[src/rtl/mult_share_arb_if.sv]
// mult_share_arb_if: request, multiplier and response bundle for mult_share_arb
// slave = arbiter side; master = requesters plus the external multiplier driving mul_out.
interface mult_share_arb_if #(parameter int bw = 16, parameter int NREQ = 4);
  logic [NREQ-1:0]    req_valid;
  logic [NREQ-1:0]    req_ready;
  logic [NREQ*bw-1:0] req_A;
  logic [NREQ*bw-1:0] req_B;
  logic [bw-1:0]      mul_A;
  logic [bw-1:0]      mul_B;
  logic [2*bw-1:0]    mul_out;
  logic [NREQ-1:0]    rsp_valid;
  logic [2*bw-1:0]    rsp_data;
  logic               busy;
  modport master (output req_valid, req_A, req_B, mul_out, input req_ready, mul_A, mul_B, rsp_valid, rsp_data, busy);
  modport slave (input req_valid, req_A, req_B, mul_out, output req_ready, mul_A, mul_B, rsp_valid, rsp_data, busy);
endinterface

[src/rtl/mult_share_arb.sv]
// mult_share_arb: round-robin arbiter sharing one external multiplier among NREQ requesters
// Ports: CLK; RESET (synchronous, active high); bus (slave modport) carrying the request
// handshake and operands, registered multiplier operands, the multiplier product, one-hot
// responses and busy. Define MULT_SHARE_ARB_FIXED_PRIO_EN for fixed priority (lowest index wins).
module mult_share_arb #(
  parameter int bw   = 16,
  parameter int NREQ = 4,
  parameter int LAT  = 1
) (
  input logic           CLK,
  input logic           RESET,
  mult_share_arb_if.slave bus
);
  localparam int IW = $clog2(NREQ);
  logic [IW-1:0] base, idx;
  logic hit, acc;
  logic [bw-1:0] mul_a_q, mul_a_d, mul_b_q, mul_b_d;
  // One extra stage beyond LAT accounts for the operand register in front of the multiplier.
  logic [IW:0] tag_q [LAT+1];
  logic [IW:0] tag_d [LAT+1];
  logic [LAT:0] vld;
`ifdef MULT_SHARE_ARB_FIXED_PRIO_EN
  assign base = '0;
`else
  logic [IW-1:0] ptr_q, ptr_d;
  assign base = ptr_q;
  always_comb ptr_d = RESET ? '0 : acc ? (idx == IW'(NREQ-1) ? '0 : idx + 1'b1) : ptr_q;
  always_ff @(posedge CLK) ptr_q <= ptr_d;
`endif
  // Scan downward from base+NREQ-1 so the last hit written is the first valid index from base.
  always_comb begin
    hit = 1'b0;
    idx = '0;
    for (int k = NREQ-1; k >= 0; k--)
      if (bus.req_valid[(int'(base) + k) % NREQ]) begin
        hit = 1'b1;
        idx = IW'((int'(base) + k) % NREQ);
      end
  end
  assign acc = hit & ~RESET;
  always_comb begin
    mul_a_d = RESET ? '0 : acc ? bus.req_A[int'(idx)*bw +: bw] : mul_a_q;
    mul_b_d = RESET ? '0 : acc ? bus.req_B[int'(idx)*bw +: bw] : mul_b_q;
    tag_d[0] = RESET ? '0 : {acc, idx};
    for (int i = 1; i <= LAT; i++) tag_d[i] = RESET ? '0 : tag_q[i-1];
    vld = '0;
    for (int i = 0; i <= LAT; i++) vld[i] = tag_q[i][IW];
  end
  always_ff @(posedge CLK) begin
    mul_a_q <= mul_a_d;
    mul_b_q <= mul_b_d;
    for (int i = 0; i <= LAT; i++) tag_q[i] <= tag_d[i];
  end
  assign bus.req_ready = acc ? NREQ'(1) << idx : '0;
  assign bus.mul_A     = mul_a_q;
  assign bus.mul_B     = mul_b_q;
  assign bus.rsp_valid = (tag_q[LAT][IW] && !RESET) ? NREQ'(1) << tag_q[LAT][IW-1:0] : '0;
  assign bus.rsp_data  = bus.mul_out;
  assign bus.busy      = (|vld) && !RESET;
endmodule

[src/flat_wrapper.sv]
// flat-port wrapper written by rule: the top's interface ports become plain ports
module mult_share_arb_flat 
#(
  parameter int bw   = 16,
  parameter int NREQ = 4,
  parameter int LAT  = 1
)
  (CLK, RESET, bus_req_valid, bus_req_A, bus_req_B, bus_mul_out, bus_req_ready, bus_mul_A, bus_mul_B, bus_rsp_valid, bus_rsp_data, bus_busy);
  mult_share_arb_if #(.bw(bw), .NREQ(NREQ)) bus_i ();
  input logic CLK;
  input logic RESET;
  input wire logic [$bits(bus_i.req_valid)-1:0] bus_req_valid;
  input wire logic [$bits(bus_i.req_A)-1:0] bus_req_A;
  input wire logic [$bits(bus_i.req_B)-1:0] bus_req_B;
  input wire logic [$bits(bus_i.mul_out)-1:0] bus_mul_out;
  output wire logic [$bits(bus_i.req_ready)-1:0] bus_req_ready;
  output wire logic [$bits(bus_i.mul_A)-1:0] bus_mul_A;
  output wire logic [$bits(bus_i.mul_B)-1:0] bus_mul_B;
  output wire logic [$bits(bus_i.rsp_valid)-1:0] bus_rsp_valid;
  output wire logic [$bits(bus_i.rsp_data)-1:0] bus_rsp_data;
  output wire logic [$bits(bus_i.busy)-1:0] bus_busy;
  assign bus_i.req_valid = bus_req_valid;
  assign bus_i.req_A = bus_req_A;
  assign bus_i.req_B = bus_req_B;
  assign bus_i.mul_out = bus_mul_out;
  assign bus_req_ready = bus_i.req_ready;
  assign bus_mul_A = bus_i.mul_A;
  assign bus_mul_B = bus_i.mul_B;
  assign bus_rsp_valid = bus_i.rsp_valid;
  assign bus_rsp_data = bus_i.rsp_data;
  assign bus_busy = bus_i.busy;
  mult_share_arb #(.bw(bw), .NREQ(NREQ), .LAT(LAT)) u_core (.CLK(CLK), .RESET(RESET), .bus(bus_i));
endmodule
[config.mk]
export PLATFORM = sky130hd
export DESIGN_NAME = mult_share_arb_flat
export DESIGN_NICKNAME = d
export VERILOG_FILES = /design/src/rtl/mult_share_arb_if.sv /design/src/rtl/mult_share_arb.sv /design/src/flat_wrapper.sv
export SDC_FILE = /design/constraint.sdc
export NUM_CORES = 1
export LEC_CHECK = 0
export CORE_MARGIN = 2
export CORE_UTILIZATION = 32
export CTS_CLUSTER_DIAMETER = 80
export CTS_CLUSTER_SIZE = 28
export DETAILED_ROUTE_END_ITERATION = 16
export HOLD_SLACK_MARGIN = 0.05
export PLACE_DENSITY = 0.85
export SLEW_MARGIN = 20
export SYNTH_ARGS = -nofsm -noshare
export SYNTH_HDL_FRONTEND = slang
export SYNTH_SLANG_ARGS = --single-unit
[constraint.sdc]
create_clock -name CLK -period 2.6 [get_ports CLK]
set_clock_uncertainty 0.1 [all_clocks]
set_input_delay 0.52 -clock CLK [delete_from_list [all_inputs] [get_ports CLK]]
set_output_delay 0.52 -clock CLK [all_outputs]
set_load 0.03 [all_outputs]
# Yosys cells after proc, flatten, opt, wreduce, memory -nomap -nowiden

Memories as Yosys holds them, arrays and structs flattened.
Index checks and enable logic that the tools add are counted.

Add/subtract/negate cells: 4
Magnitude comparators: 4
Equality and inequality tests: 1
Shift-type cells: 4
Multiplexer cells: 24
Bitwise gates (word level): 5
Reductions and logical operators: 7

Operators with widths:

| cell                                               | number |
|---|---|
| variable part select 64 x 7 -> 16 bit              | 2 |
| < comparator 3 x 4 -> 1 bit, second input constant | 3 |
| two-way mux 1 bit                                  | 11 |
| two-way mux 2 bit                                  | 5 |
| binary-select mux 1 bit (select 2 bit)             | 4 |
| two-way mux 4 bit                                  | 2 |
| OR reduction 2 bit                                 | 4 |
| left shift 1 x 2 -> 4 bit, first input constant    | 2 |
| two-way mux 3 bit                                  | 2 |
| adder 2 x 1 -> 2 bit, second input constant        | 2 |
| adder 2 bit, second input constant                 | 2 |
| AND 1 bit, first input constant                    | 3 |
| < comparator 2 x 3 -> 1 bit, second input constant | 1 |
| == test 2 bit, second input constant               | 1 |
| logical AND 1 bit                                  | 2 |
| AND 1 bit                                          | 1 |
| zero test 1 bit                                    | 1 |
| inverter 1 bit                                     | 1 |

Register bits after elaboration: 34
RAM bits: 6
Input port bits: 166
Logic and storage cells: 53
Memories kept: 1

Memory list:

| name         | depth | bits a word | rd ports | clocked after Yosys merged registers in | write ports | line                 | text |
|---|---|---|---|---|---|---|---|
| u_core.tag_q | 2     | 3           | 2        | 0                                       | 2           | mult_share_arb.sv:19 | `logic [IW:0] tag_q [LAT+1];` |

# Longest topological paths before layout

Gate-level depths: netlist of run 1.

Depth in word-level cells: 12
Depth in mapped cells: 8
Depth with buffers taken out: 5

# Least setup slack after synthesis of run 1

OpenSTA, ideal clock, no wires.

Path type: input -> output
Start: in bus_req_valid[2]
End: out bus_req_ready[0]
Arrival time: 2074 ps
Data required time: 1980 ps
Slack: -94 ps
Stages: 8
Path through: nor2b_2 a21boi_1 o31a_1 buf_4 nand2b_1 buf_2 buf_6 nor2_1

Word-level cells in the longest chain between the ends: 9
Elaborated cells between the ends (all ways): 22

Ends and longest elaborated chain:

| element                                                                    | line                                       | text |
|---|---|---|
| from (decl)                                                                | flat_wrapper.sv:12                         | `input wire logic [$bits(bus_i.req_valid)-1:0] bus_req_valid;` |
| binary-select mux 1 bit (select 2 bit)                                     | mult_share_arb.sv:35                       | `if (bus.req_valid[(int'(base) + k) % NREQ]) begin` |
| two-way mux 1 bit (implied by the code) (2 in a row)                       | mult_share_arb.sv:35                       |  |
| two-way mux 2 bit / two-way mux 1 bit (equally long branches) (4 in a row) | mult_share_arb.sv:35                       |  |
| left shift 1 x 2 -> 4 bit / AND 1 bit (equally long branches)              | mult_share_arb.sv:54, mult_share_arb.sv:40 |  |
| two-way mux 4 bit *                                                        | mult_share_arb.sv:54                       | `assign bus.req_ready = acc ? NREQ'(1) << idx : '0;` |
| to (decl)                                                                  | flat_wrapper.sv:16                         | `output wire logic [$bits(bus_i.req_ready)-1:0] bus_req_ready;` |

Every way passes the cells marked *; elsewhere a longest branch is shown, timed or not. The select of a mux whose other input is x is not followed.

# Final worst setup path of run 1

Start: in bus_req_valid[3]
End: out bus_req_ready[3]

Same word-level chain as after synthesis.

==> results.json, run 1 <==
{
  "drive_gt1_share_pct": 17.7,
  "post-dp-hpwl_um": 7620,
  "grt_setup_unrepaired": "false",
  "max-cap-violations": 0,
  "cp_top_family": "simple AND/OR/NAND/NOR gates",
  "grt_max_degree": 25,
  "number_of_core_rows": 33,
  "final_cells": 575,
  "asyncSetResetFlopFracSynth_pct": 0,
  "synth_ff_type": "sky130_fd_sc_hd__dfxtp_1",
  "timing.critical_path.buf_inv": 3,
  "grt_usage_pct": 20.3,
  "clockRootBuffer": "sky130_fd_sc_hd__clkbuf_8",
  "count_of_mapped_cells_out_of_synthesis": 314,
  "synth.yosys.warnings": 0,
  "critPathMostFrequentCell": "sky130_fd_sc_hd__buf_4",
  "core_area_sq_um": 8300,
  "worst_r2r_endpoint": "u_core.bus.mul_A[3]",
  "synth.yosys.seq_area_share_pct": 28.9,
  "cts_buffer_depth": 2,
  "antenna-diode-count": 0,
  "cts.reportedPaths.clkPinSlew_ns": 0.08,
  "synth.avg_cell_area_sq_um": 8.82,
  "clock_sink_count": 40,
  "route.detailed.drc": 0,
  "die_outline_area_sq_um": 9410,
  "number_of_flip_flops_and_latches_in_the_synthesized_netlist": 40,
  "layout_worst_path_cycle_share_pct": 96.9,
  "dr_total_vias": 3048,
  "ant_nets": 0,
  "die_x_um": 97.0,
  "vias_per_cell": 5.30,
  "timing_worst_slew_pin_value_ns": 0.336,
  "worstSetupPathType": "input port to primary output",
  "routed_wire_length_per_instance_um": 17.3,
  "slew_headroom_pct": 77.5,
  "timing.critical_path.to_type": "primary output",
  "hold_viol": 0,
  "synth_area_sq_um": 2770,
  "power_leakage_nw": 1.92,
  "first_drt_iteration_drcs": 112,
  "peakVddDrop_mv": 0.321,
  "launching_point_of_the_worst_reg2reg_path": "u_core.base[0]",
  "startpoint_type": "input port",
  "clock_insertion_delay_worst_skew_ns": 0.29,
  "grt.overflow.total": 0,
  "cts_tree": "built",
  "wl_um": 9960,
  "finalCriticalPeriod_ns": 2.52,
  "worst_setup_path_startpoint": "bus_req_valid[3]",
  "timing.critical_path.cells": "dlygate4sd2_1, nor2_1, nor4_4, nor2_4, buf_4, nor2_2, buf_4",
  "achievable-frequency_mhz": 397,
  "drt_pass_1_iters": 4,
  "synth_cell_types": 39,
  "areaGrowthSynthToFinish_pct": 69.8,
  "mappedNetlistNets": 480,
  "crit_path_top_delay_cell": "sky130_fd_sc_hd__nor4_4",
  "critPathMaxStageDelay_ns": 0.37,
  "antenna_found_initial": 0,
  "critPathArrivalTime_ns": 1.90,
  "place.gp.congestion": 0.856,
  "grt_pass1_wl_um": 15500,
  "hold-path-endpoint": "u_core.tag_q[0][3]",
  "final.setup.tns_ns": 0,
  "timing.hold.worst.start": "u_core.tag_q[0][0]",
  "worstSetupPathDepth": 7,
  "synth_edf_count": 0,
  "holdPathStages": 1,
  "peak_fanout_along_the_critical_path": 5,
  "start_util_pct": 33.4,
  "portBuffers": 174,
  "worstRegToRegCells": 7,
  "outcome": "finished, final reports clean",
  "pins_over_slew_limit": 0,
  "htree_num_levels": 2,
  "first_global_vias": 3105,
  "cts-buffers-inserted": 5,
  "r2r_setup_slack_ns": 0.63,
  "pwr_density_cell_nw_per_um2": 598,
  "ios": 239,
  "die_span_in_y_um": 97.0,
  "final_net_count": 635,
  "hold_path_class": "flip-flop to flip-flop",
  "required_worst_endpoint_ns": 1.98,
  "placed_cells_incl_taps": 564,
  "nFillCells": 714,
  "report.final.setup_viol": 0
}
[area by class of cell]
| type | instances | area [sq um] | share of cell area [%] |
|---|---|---|---|
| inverters | 3 | 11.3 | 0.239 |
| well taps | 105 | 131 | 2.79 |
| clock buffers | 5 | 68.8 | 1.46 |
| flip-flops and latches | 40 | 801 | 17.0 |
| repair buffers | 204 | 1980 | 42.0 |
| clock inverters | 3 | 42.5 | 0.905 |
| multi-input cells | 215 | 1670 | 35.5 |
[power by group]
part | internal, W | switching (W) | leakage, nW
Sequential | 0.000741 | 0.0000740 | 0.332
Combinational | 0.000725 | 0.000756 | 1.53
Clock | 0.000284 | 0.000232 | 0.0541
[worst reg2reg max path, stage by stage (launching register included)]
cell                       delay (ns)
sky130_fd_sc_hd__dfxtp_1         0.39
sky130_fd_sc_hd__and2b_2         0.27
sky130_fd_sc_hd__or4_4           0.43
sky130_fd_sc_hd__nand2_2         0.12
sky130_fd_sc_hd__buf_4           0.11
sky130_fd_sc_hd__buf_4           0.11
sky130_fd_sc_hd__nand2_2         0.12
sky130_fd_sc_hd__o221ai_1        0.23
[synth_stat cells (all sizes together) (7+ instances only)]
cell type	count	area, sq um
dfxtp	40	801
o21ai	25	125
mux2i	40	400
buf	44	318
nor2	9	43.8
nand3b	8	60.1
nor2b	7	46.3
o221ai	8	70.1
o211ai	24	270
a21o	24	180
nand3	24	120
nand2	28	110
clkbuf	12	45.0
[worst max-delay path by stage]
stage,to,slack [ns]
after floorplan,bus_req_ready[0],-0.09
after global placement,bus_req_ready[0],-0.14
after detailed placement,bus_req_ready[1],-0.19
after CTS,bus_req_ready[3],0.10
after global routing,bus_req_ready[3],0.01
final,bus_req_ready[3],0.08
[placed cells by master (no fill, tap or decap), types with 6 or more instances in the layout]
cell                              netlist  routed
sky130_fd_sc_hd__clkdlybuf4s50_1        0     161
sky130_fd_sc_hd__mux2i_1               40      40
sky130_fd_sc_hd__dfxtp_1               40      40
sky130_fd_sc_hd__buf_4                 34      36
sky130_fd_sc_hd__nand2_1               26      26
sky130_fd_sc_hd__o21ai_0               24      24
sky130_fd_sc_hd__nand3_1               24      24
sky130_fd_sc_hd__a21o_1                24      24
sky130_fd_sc_hd__o211ai_2              18      18
sky130_fd_sc_hd__nand3b_1               8       8
sky130_fd_sc_hd__o221ai_1               8       8
sky130_fd_sc_hd__o211ai_1               6       6
[registers in the layout (all words and copies together) (netlist names)]
name and cells:
u_core.bus.mul_A 16, u_core.base 2, u_core.bus.mul_B 16, u_core.tag_q 6
[cell families (layout without fill, tap and decap cells)]
logic type	count (synthesis)	in the layout	share of synthesized area (%)
AO/OA/AOI/OAI	88	88	25.7
AND/OR/NAND/NOR	86	86	17.1
flip-flops	40	40	28.9
multiplexers	40	40	14.5
XOR/XNOR	1	1	0.316
buffers and inverters	59	215	13.5
[metal layers]
metal | part of all wire [%] | vias up | GRT usage [%]
li1 | - | 1422 | -
met1 | 37 | 1452 | 22.6
met2 | 53 | 154 | 37.7
met3 | 7.4 | 20 | 5.56
met4 | 1.8 | 0 | 5.63
met5 | 0 | - | 0
[repair_timing]
| item | CTS | global route |
|---|---|---|
| hold buffers | 0 | 0 |
| gates resized for setup | 16 | 0 |
| setup endpoints to repair | 4 | 0 |
| setup buffers | 3 | 0 |
[through the flow]
step                      hold slack, ns  area, sq um  setup WS (ns)  power, W  utilization [%]
after floorplan                    0.314         2770        -0.0939   0.00172                -
after global placement             0.318         4530         -0.143   0.00225             54.5
after detailed placement           0.343         4530         -0.194   0.00229             54.5
after CTS                          0.359         4700          0.105   0.00284             56.7
after global routing               0.382         4700         0.0129   0.00296             56.7
final                              0.361         4700         0.0802   0.00281             56.7
(Power assumes the default switching activity.)
==> run 2: changes to the inputs <==
CORE_AREA = 2 2 92 94   (was not set)
CORE_MARGIN = not set   (was 2)
CORE_UTILIZATION = not set   (was 32)
DIE_AREA = 0 0 94 96   (was not set)
DONT_BUFFER_PORTS = 1   (was not set)
PLACE_DENSITY = 0.52   (was 0.85)
==> results.json, run 2 (same netlist as run 1, synthesis figures left out) <==
{
  "clockRootBuffer": "sky130_fd_sc_hd__clkbuf_8",
  "final_net_count": 451,
  "die_outline_area_sq_um": 9020,
  "routed_wire_length_per_instance_um": 20.5,
  "most_frequent_cells_in_the_layout": "40 x sky130_fd_sc_hd__mux2i_1, 40 x sky130_fd_sc_hd__dfxtp_1, 26 x sky130_fd_sc_hd__nand2_1",
  "crit_path_end": "bus_req_ready[1]",
  "slew_headroom_pct": 61.6,
  "route.detailed.drc": 0,
  "portBuffers": 0,
  "first_drt_iteration_drcs": 63,
  "core_area_sq_um": 8050,
  "cts_buffer_depth": 2,
  "grt.overflow.total": 0,
  "timing.hold.worst.start": "RESET",
  "layout_worst_path_cycle_share_pct": 93.7,
  "clock_sink_count": 40,
  "critPathArrivalTime_ns": 1.82,
  "antenna_found_initial": 0,
  "worst_r2r_endpoint": "u_core.bus.mul_A[10]",
  "power_leakage_nw": 1.19,
  "outcome": "finished, final reports clean",
  "areaGrowthSynthToFinish_pct": 4.43,
  "ios": 239,
  "grt_usage_pct": 16.2,
  "r2r_setup_slack_ns": 0.60,
  "required_worst_endpoint_ns": 1.98,
  "hold_path_class": "input port to flip-flop",
  "wl_um": 8020,
  "start_util_pct": 34.4,
  "hold_viol": 0,
  "grt_pass1_wl_um": 11100,
  "first_global_vias": 2082,
  "max-cap-violations": 0,
  "ant_nets": 0,
  "vias_per_cell": 5.76,
  "die_x_um": 94,
  "finalCriticalPeriod_ns": 2.44,
  "pins_over_slew_limit": 0,
  "dr_total_vias": 2253,
  "cts.reportedPaths.clkPinSlew_ns": 0.09,
  "post-dp-hpwl_um": 5870,
  "final_cells": 391,
  "place.gp.congestion": 0.648,
  "clock_insertion_delay_worst_skew_ns": 0.29,
  "worstRegToRegCells": 6,
  "worst_setup_path_startpoint": "u_core.base[1]",
  "die_span_in_y_um": 96,
  "antenna-diode-count": 0,
  "report.final.setup_viol": 0,
  "cts-buffers-inserted": 5,
  "pwr_density_cell_nw_per_um2": 868,
  "fin_hold_ws_ns": 0.186,
  "timing.critical_path.to_type": "primary output",
  "number_of_core_rows": 33,
  "drive_gt1_share_pct": 20.3,
  "grt_max_degree": 25,
  "peakVddDrop_mv": 0.318,
  "launching_point_of_the_worst_reg2reg_path": "u_core.base[0]",
  "startpoint_type": "flip-flop",
  "achievable-frequency_mhz": 410,
  "drt_pass_1_iters": 4,
  "peak_fanout_along_the_critical_path": 9,
  "cts_tree": "built",
  "worstSetupPathType": "flip-flop to primary output",
  "htree_num_levels": 2,
  "placed_cells_incl_taps": 383,
  "timing_worst_slew_pin_value_ns": 0.574,
  "grt_setup_unrepaired": "false"
}
==> run 2: changes by cell type in the layout (fill, tap and decap cells not counted), moves of 2 or more <==
cell                              change
sky130_fd_sc_hd__clkdlybuf4s50_1    -161
sky130_fd_sc_hd__nor2_4               -2
sky130_fd_sc_hd__nor2_1               +3
sky130_fd_sc_hd__dlygate4sd2_1        -4
sky130_fd_sc_hd__buf_12               -2
sky130_fd_sc_hd__buf_4               -17
sky130_fd_sc_hd__bufinv_16            +2
==> run 2: per-layer routing <==
metal | GRT usage, % | part of all wire (%) | wire length, um | vias to the layer above
met2 | 28.7 | 51 | 4100 | 127
met3 | 3.60 | 8.0 | 642 | 9
met5 | 0 | 0 | 0 | -
met1 | 19.5 | 40 | 3190 | 1065
li1 | - | - | - | 1052
met4 | 5.19 | 1.1 | 89 | 0
==> run 2: power breakdown <==
group          switching [W]  internal (W)  total [W]
clock               0.000225      0.000480   0.000706
combinational       0.000428      0.000326   0.000754
sequential          0.000309      0.000741    0.00105
total               0.000963       0.00155    0.00251
==> run 2: critical path: stages (launching register included) <==
cell                       delay (ns)
sky130_fd_sc_hd__dfxtp_1         0.47
sky130_fd_sc_hd__a21boi_1        0.17
sky130_fd_sc_hd__o31a_1          0.28
sky130_fd_sc_hd__nand2b_2        0.29
sky130_fd_sc_hd__nor2_1          0.14
sky130_fd_sc_hd__buf_4           0.17
==> run 2: worst min-delay path by stage <==
stage / to / slack (ns) / cells past startpoint
final: u_core.base[1] / 0.19 / 1
after detailed placement: u_core.tag_q[0][4] / 0.32 / 1
after floorplan: u_core.tag_q[0][3] / 0.31 / 1
after global routing: u_core.base[1] / 0.17 / 1
after CTS: u_core.base[1] / 0.18 / 1
after global placement: u_core.tag_q[0][4] / 0.33 / 1
==> run 2: metrics by stage <==
stage | utilization [%] | setup TNS [ns] | power (W) | instance area, sq um | setup slack [ns]
2_1_floorplan | - | -0.188 | 0.00172 | 2770 | -0.0939
3_3_place_gp | 33.9 | 0 | 0.00181 | 2730 | 0.248
3_5_place_dp | 33.9 | 0 | 0.00183 | 2730 | 0.211
4_1_cts | 35.9 | 0 | 0.00254 | 2890 | 0.0561
5_1_grt | 35.9 | 0 | 0.00264 | 2890 | 0.0358
6_report | 35.9 | 0 | 0.00251 | 2890 | 0.163
==> run 2: what timing repair did <==
item                       in CTS  in global routing
setup buffers                   0                  0
hold buffers                    0                  0
setup endpoints to repair       0                  2
resized for setup               0                  1
==> run 2: cell type report <==
cell class / instances / area [sq um]
Clock inverter: 3 / 90.1
Sequential cell: 40 / 801
Inverter: 3 / 11.3
Clock buffer: 5 / 68.8
Tap cell: 105 / 131
Timing Repair Buffer: 20 / 163
Multi-Input combinational cell: 215 / 1630
Fill cell: 842 / 5160
==> run 3: changes to the inputs <==
HOLD_SLACK_MARGIN = 0.03   (was 0.05)
clock period = 3.15 ns   (was 2.6 ns; I/O delays follow)
==> results.json, run 3 (same netlist as run 1, synthesis figures left out) <==
{
  "slew_headroom_pct": 51.9,
  "hold_path_class": "input port to flip-flop",
  "layout_worst_path_cycle_share_pct": 83.3,
  "place.gp.congestion": 0.730,
  "worst_slack_ns": 0.525,
  "final_cells": 391,
  "clock_insertion_delay_worst_skew_ns": 0.30,
  "launching_point_of_the_worst_reg2reg_path": "u_core.base[1]",
  "worstSetupPathType": "flip-flop to primary output",
  "pwr_density_cell_nw_per_um2": 718,
  "timing_worst_slew_pin_value_ns": 0.720,
  "pins_over_slew_limit": 0,
  "power_leakage_nw": 1.19,
  "drt_pass_1_iters": 4,
  "peakVddDrop_mv": 0.229,
  "post_cts_resize_count": 0,
  "cts-buffers-inserted": 5,
  "final_net_count": 451,
  "dr_total_vias": 2246,
  "postCtsSetupBuffers": 0,
  "start_util_pct": 34.4,
  "place_ws_ns": 0.536,
  "outcome": "finished, final reports clean",
  "holdBufCountCts": 0,
  "cts_tree": "built",
  "route.detailed.drc": 0,
  "grt_pass1_wl_um": 11000,
  "max-cap-violations": 0,
  "required_worst_endpoint_ns": 2.42,
  "die_outline_area_sq_um": 9020,
  "placed_cells_incl_taps": 383,
  "finalCriticalPeriod_ns": 2.63,
  "most_frequent_cells_in_the_layout": "40 x sky130_fd_sc_hd__mux2i_1, 40 x sky130_fd_sc_hd__dfxtp_1, 26 x sky130_fd_sc_hd__nand2_1",
  "clock_sink_count": 40,
  "routed_wire_length_per_instance_um": 20.1,
  "areaGrowthSynthToFinish_pct": 3.84,
  "grt_max_degree": 25,
  "clockRootBuffer": "sky130_fd_sc_hd__clkbuf_8",
  "wl_um": 7860,
  "final.setup.tns_ns": 0,
  "stdcell_area_sq_um": 2880,
  "antenna-diode-count": 0,
  "grt_usage_pct": 16.1,
  "place_area_sq_um": 2720,
  "timing.hold.worst.start": "RESET",
  "drive_gt1_share_pct": 19.9,
  "number_of_core_rows": 33,
  "nFillCells": 843,
  "critPathArrivalTime_ns": 1.90,
  "worst_setup_path_startpoint": "u_core.base[0]",
  "cts.reportedPaths.clkPinSlew_ns": 0.09,
  "die_x_um": 94,
  "peak_fanout_along_the_critical_path": 8,
  "cts_buffer_depth": 2,
  "achievable-frequency_mhz": 381,
  "post-dp-hpwl_um": 5800,
  "first_global_vias": 2045,
  "grt.overflow.total": 0,
  "vias_per_cell": 5.74,
  "die_span_in_y_um": 96,
  "antenna_found_initial": 0,
  "hold_viol": 0,
  "ant_nets": 0,
  "first_drt_iteration_drcs": 62,
  "htree_num_levels": 2,
  "portBuffers": 0,
  "core_area_sq_um": 8050,
  "report.final.setup_viol": 0,
  "timing.critical_path.to_type": "primary output",
  "startpoint_type": "flip-flop",
  "grt_setup_unrepaired": "false",
  "utilization_after_layout_pct": 35.7,
  "ios": 239
}
[run 3: cell types whose count changed in the layout (fill, tap and decap cells not counted)]
cell,previous run,this run
sky130_fd_sc_hd__buf_12,1,0
sky130_fd_sc_hd__buf_4,19,20
sky130_fd_sc_hd__o21bai_1,0,1
sky130_fd_sc_hd__o21bai_2,1,0
[run 3: path summary, 6_finish.rpt]
check	endpoint	slack, ns	cells past startpoint
worst max-delay path	bus_req_ready[1]	0.52	6
worst min-delay path	u_core.tag_q[0][3]	0.29	1
worst max register to register	u_core.bus.mul_A[8]	1.09	5
worst min register to register	u_core.tag_q[0][4]	0.34	1
[run 3: metrics by stage]
step / hold slack [ns] / total power, W
5_1_grt: 0.272 / 0.00218
6_report: 0.288 / 0.00207
3_3_place_gp: 0.334 / 0.00149
3_5_place_dp: 0.340 / 0.00150
2_1_floorplan: 0.314 / 0.00142
4_1_cts: 0.276 / 0.00210
[run 3: final cells by class]
| cell class | count | area, sq um | share of cell area [%] |
|---|---|---|---|
| well taps | 105 | 131 | 4.57 |
| multi-input cells | 215 | 1620 | 56.4 |
| repair buffers | 20 | 150 | 5.22 |
| clock inverters | 3 | 90.1 | 3.13 |
| inverters | 3 | 11.3 | 0.392 |
| clock buffers | 5 | 68.8 | 2.39 |
| flip-flops and latches | 40 | 801 | 27.9 |
[run 3: critical path: stages (launching register included)]
cell and delay, ns:
sky130_fd_sc_hd__dfxtp_1 0.37, sky130_fd_sc_hd__and2b_1 0.24, sky130_fd_sc_hd__o21bai_1 0.26, sky130_fd_sc_hd__o31a_1 0.21
sky130_fd_sc_hd__nand2b_2 0.25, sky130_fd_sc_hd__nor2_1 0.08, sky130_fd_sc_hd__buf_4 0.17
[run 3: layer usage]
| metal | share of wire, % | wire length, um | global-route usage, % | vias to the layer above |
|---|---|---|---|---|
| met5 | 0 | 0 | 0 | - |
| met4 | 1.7 | 135 | 5.43 | 0 |
| met3 | 8.3 | 651 | 4.07 | 12 |
| met2 | 51 | 4040 | 28.1 | 123 |
| li1 | - | - | - | 1055 |
| met1 | 39 | 3040 | 19.3 | 1056 |
[run 3: where the power goes]
| group | internal [W] | switching, W | total [W] |
|---|---|---|---|
| logic | 0.000262 | 0.000345 | 0.000607 |
| registers | 0.000611 | 0.000256 | 0.000867 |
| clock network | 0.000397 | 0.000195 | 0.000591 |
| total | 0.00127 | 0.000796 | 0.00207 |
